==> config.mk <==
export PLATFORM = sky130hd
export DESIGN_NAME = cdc_fifo_read_side
export DESIGN_NICKNAME = d
export VERILOG_FILES = /design/src/rtl/cdc_fifo_read_side.sv
export SDC_FILE = /design/constraint.sdc
export NUM_CORES = 1
export LEC_CHECK = 0
export ABC_CLOCK_PERIOD_IN_PS = 1700
export CELL_PAD_IN_SITES_DETAIL_PLACEMENT = 1
export CELL_PAD_IN_SITES_GLOBAL_PLACEMENT = 2
export CORE_MARGIN = 4
export CORE_UTILIZATION = 27
export CTS_BUF_LIST = sky130_fd_sc_hd__clkbuf_16
export CTS_CLUSTER_SIZE = 8
export DETAILED_ROUTE_END_ITERATION = 8
export PLACE_DENSITY = 0.72
export SETUP_SLACK_MARGIN = 0.1
export SYNTH_ARGS = -nofsm -noshare
export SYNTH_HDL_FRONTEND = slang
export SYNTH_SLANG_ARGS = --single-unit
==> constraint.sdc <==
create_clock -name clock -period 1.7 [get_ports clock]
set_clock_uncertainty 0.1 [all_clocks]
set_input_delay 0.51 -clock clock [delete_from_list [all_inputs] [get_ports clock]]
set_output_delay 0.51 -clock clock [all_outputs]
set_load 0.1 [all_outputs]
==> src/rtl/cdc_fifo_read_side.sv <==
// Read half of a dual-clock FIFO: synchronizes the write pointer into the read
// clock domain, derives empty, and presents a registered output word with backpressure.
module cdc_fifo_read_side #(
    parameter int ADDRESS_WIDTH = 4,
    parameter int DATA_WIDTH    = 8,
    parameter int SYNC_STAGES   = 2
) (
    input  logic                     clock,
    input  logic                     reset,
    input  logic [ADDRESS_WIDTH-1:0] write_address_gray,
    input  logic [DATA_WIDTH-1:0]    memory_read_data,
    input  logic                     read_ready,
    output logic [ADDRESS_WIDTH-1:0] read_address,
    output logic [ADDRESS_WIDTH-1:0] read_address_gray,
    output logic [DATA_WIDTH-1:0]    read_data,
    output logic                     read_valid,
    output logic                     empty
);

    function automatic logic [ADDRESS_WIDTH-1:0] gray_to_binary(input logic [ADDRESS_WIDTH-1:0] g);
        logic [ADDRESS_WIDTH-1:0] b;
        b[ADDRESS_WIDTH-1] = g[ADDRESS_WIDTH-1];
        for (int i = ADDRESS_WIDTH - 2; i >= 0; i--) begin
            b[i] = b[i+1] ^ g[i];
        end
        return b;
    endfunction

    function automatic logic [ADDRESS_WIDTH-1:0] binary_to_gray(input logic [ADDRESS_WIDTH-1:0] b);
        return b ^ (b >> 1);
    endfunction

    logic [ADDRESS_WIDTH-1:0] r_sync [SYNC_STAGES];
    logic [ADDRESS_WIDTH-1:0] r_read_address;
    logic [ADDRESS_WIDTH-1:0] r_read_address_gray;
    logic [DATA_WIDTH-1:0]    r_read_data;
    logic                     r_read_valid;

    logic [ADDRESS_WIDTH-1:0] w_wsync;
    logic [ADDRESS_WIDTH-1:0] w_next_address;
    logic                     w_empty;
    logic                     w_load;

    // The first stage samples the asynchronous Gray pointer directly; only one bit
    // moves per write increment, so a metastable capture resolves to old or new.
    always_ff @(posedge clock or posedge reset) begin
        if (reset) begin
            for (int i = 0; i < SYNC_STAGES; i++) begin
                r_sync[i] <= '0;
            end
        end else begin
            r_sync[0] <= write_address_gray;
            for (int i = 1; i < SYNC_STAGES; i++) begin
                r_sync[i] <= r_sync[i-1];
            end
        end
    end

    assign w_wsync        = gray_to_binary(r_sync[SYNC_STAGES-1]);
    assign w_empty        = (r_read_address == w_wsync);
    assign w_next_address = r_read_address + 1'b1;
    assign w_load         = (!r_read_valid || read_ready) && !w_empty;

    // Loading and accepting may coincide, which keeps the output full every cycle.
    always_ff @(posedge clock or posedge reset) begin
        if (reset) begin
            r_read_address      <= '0;
            r_read_address_gray <= '0;
            r_read_data         <= '0;
            r_read_valid        <= 1'b0;
        end else if (w_load) begin
            r_read_data         <= memory_read_data;
            r_read_valid        <= 1'b1;
            r_read_address      <= w_next_address;
            r_read_address_gray <= binary_to_gray(w_next_address);
        end else if (r_read_valid && read_ready) begin
            r_read_valid        <= 1'b0;
        end
    end

    assign read_address      = r_read_address;
    assign read_address_gray = r_read_address_gray;
    assign read_data         = r_read_data;
    assign read_valid        = r_read_valid;
    assign empty             = w_empty;

endmodule

==> metrics <==
initial core utilization 28.5%; Yosys top cell by area dfrtp_1; Final WS setup -0.559 ns; Syn Nets 86; met3 usage 2.41%; first-pass GRT wire length 4.39 mm; ANT nets after route 0; Row Count 22; Worst Setup EP empty; met2 Use GR 19.9%; die area 4990 um2; Die Wd 70.6 um; CP Launch Type register; Async S/R FF share, synth 100%; Cell Area, Synth 1060 um2; Final setup viols 20; RR Startpoint read_address[1]; Seq/Total Area, Yosys 56.7%; CTS tree yes; GRT Overall Usage 11.4%; outcome finished, violations left; initial antenna violation count 0; top-count cell post-synth dfrtp_1; Post-DP HPWL 1.74 mm; wirelength, routed 2.62 mm; I/O pins 33; via/cell ratio 4.28; Synth Instances 70; ANT cells 0; setup_tns -3.61 ns; port bufs 32; Worst Tran Pin Value 0.268 ns; CTS root buf clkbuf_16; EDFF count, synth 0; routability congestion estimate 0.763; R2R Setup Slk -0.23 ns; failing checks setup timing; CP startpoint read_address[1]; largest net degree at the start of global routing 17; Final #Nets 145; Fmax 443 MHz; CP Max Fanout 4; Slew HR 82.0%; min Tclk post-route 2.26 ns; vias in the first global route 861; H-Tree Level Count 1; Yosys cell types 20; FF-to-FF path depth 6; Pins Over Slew Limit 0; hold_buf cts 0; Top FF cell, synth dfrtp_1; Fill cells 367; most common library cells after synthesis dfrtp_1, mux2_4, xnor2_1, nand2_1, xor2_1; Layout area overhead 89.5%; Yosys reg bits 24; Worst-Skew Late Latency 0.26 ns; Mean Syn Cell Area 15.1 um2; share of layout cells above drive strength 1 57.8%; GRT overflow 0; DR WL/cell 14.9 um; top area cells in the synthesized netlist dfrtp_1, mux2_4, xnor2_1; synth warn 0; Clock Path Buffers 2; Worst EP arrival 1.65 ns; Final Cycle Share 133%; final hold violations 0; clock slew at reported path FFs 0.06 ns; Setup Crit Path Kind reg2out; Top Usage Layer GRT met2; post-synth top area share 56.7%; Core Area 3720 um2; Via Count 753; CTS Buf Count 3; RSZ-0062 raised after global routing yes; grt met1 use 13.8%; MaxCap Viol Count 0; CP Capture Type primary output; 1st-iter DRT viols 18; reg-to-reg endpoint read_data[0]; TritonRoute pass-1 iters 3; drc violations 0; clock sink count 24; Hold Path Class reg2reg; WP data required 1.09 ns; Die Y-Extent 70.6 um
## metal layers
metal,up-vias,wire (um)
met1,379,1070
met5,-,0
met4,0,46
li1,348,-
met2,21,1420
met3,5,90
## worst max-delay path: stages (launching register included)
cell and delay (ns):
dfrtp_4 0.51, xor2_1 0.16, xnor2_1 0.21, buf_4 0.14, and3_4 0.19, buf_12 0.17
## sequential cells by signal, indices dropped and copies added (netlist names)
| name | count |
|---|---|
| read_address_gray | 3 |
| read_data | 8 |
| read_address | 4 |
| r_sync | 8 |
| read_valid | 1 |
## layout make-up
class / instances / area, um2 / area share (%)
inverters: 2 / 7.51 / 0.374
clock buffers: 3 / 75.1 / 3.74
flip-flops and latches: 24 / 614 / 30.6
clock inverters: 1 / 3.75 / 0.187
well taps: 48 / 60.1 / 2.99
repair buffers: 58 / 771 / 38.4
multi-input cells: 40 / 474 / 23.6
## what timing repair did
action | in CTS | in global routing
pin swaps | 2 | 6
gates cloned | 1 | 0
buffers inserted | 6 | 6
hold endpoints to repair | 0 | 0
resized for setup | 16 | 9
setup endpoints to repair | 21 | 22
## layout by cell type (no fill, tap or decap)
cell type,n
clkinv_1,1
buf_6,12
inv_1,2
or2b_2,1
xnor2_1,6
mux2i_2,1
mux2_4,12
or2_1,1
xnor2_2,3
a31oi_4,3
dfrtp_2,2
clkdlybuf4s50_1,14
buf_4,12
and3_4,1
nand2_1,5
dfrtp_1,19
nand4_1,1
ha_1,1
xor2_2,1
buf_12,19
xor2_1,4
dfrtp_4,3
clkbuf_16,4
## stage by stage
stage | utilization [%] | worst slack (ns) | hold slack, ns | cell area [um2] | cells
after CTS | 52.4 | -0.553 | 0.251 | 1950 | 172
after floorplan | - | -0.605 | 0.231 | 1080 | 70
after global placement | 46.1 | -0.544 | 0.233 | 1710 | 161
after detailed placement | 46.1 | -0.574 | 0.237 | 1710 | 161
after global routing | 54.0 | -0.608 | 0.257 | 2010 | 176
final | 54.0 | -0.559 | 0.248 | 2010 | 176
## logic make-up (layout without fill, tap and decap cells)
kind of cell / after synthesis / in the layout / share of synthesized area [%]
multiplexers: 13 / 13 / 17.3
AND/OR/NAND/NOR: 9 / 9 / 4.49
buffers and inverters: 6 / 64 / 4.85
AO/OA/AOI/OAI: 3 / 3 / 3.19
flip-flops: 24 / 24 / 56.7
XOR/XNOR: 14 / 14 / 12.3
adder cells (fa/ha/maj): 1 / 1 / 1.18
## worst min-delay path by stage
| stage | to | from | cells after the start | slack (ns) |
|---|---|---|---|---|
| floorplan | r_sync[0] | r_sync[4] | 0 | 0.23 |
| global placement | r_sync[0] | r_sync[4] | 0 | 0.23 |
| detailed placement | r_sync[2] | r_sync[6] | 0 | 0.24 |
| CTS | r_sync[2] | r_sync[6] | 0 | 0.25 |
| global route | r_sync[2] | r_sync[6] | 0 | 0.26 |
| finish | r_sync[2] | r_sync[6] | 0 | 0.25 |
Power is left out: the tool's default activity adds up to more than one toggle a clock period on the data nets, which glitch-free logic cannot reach.
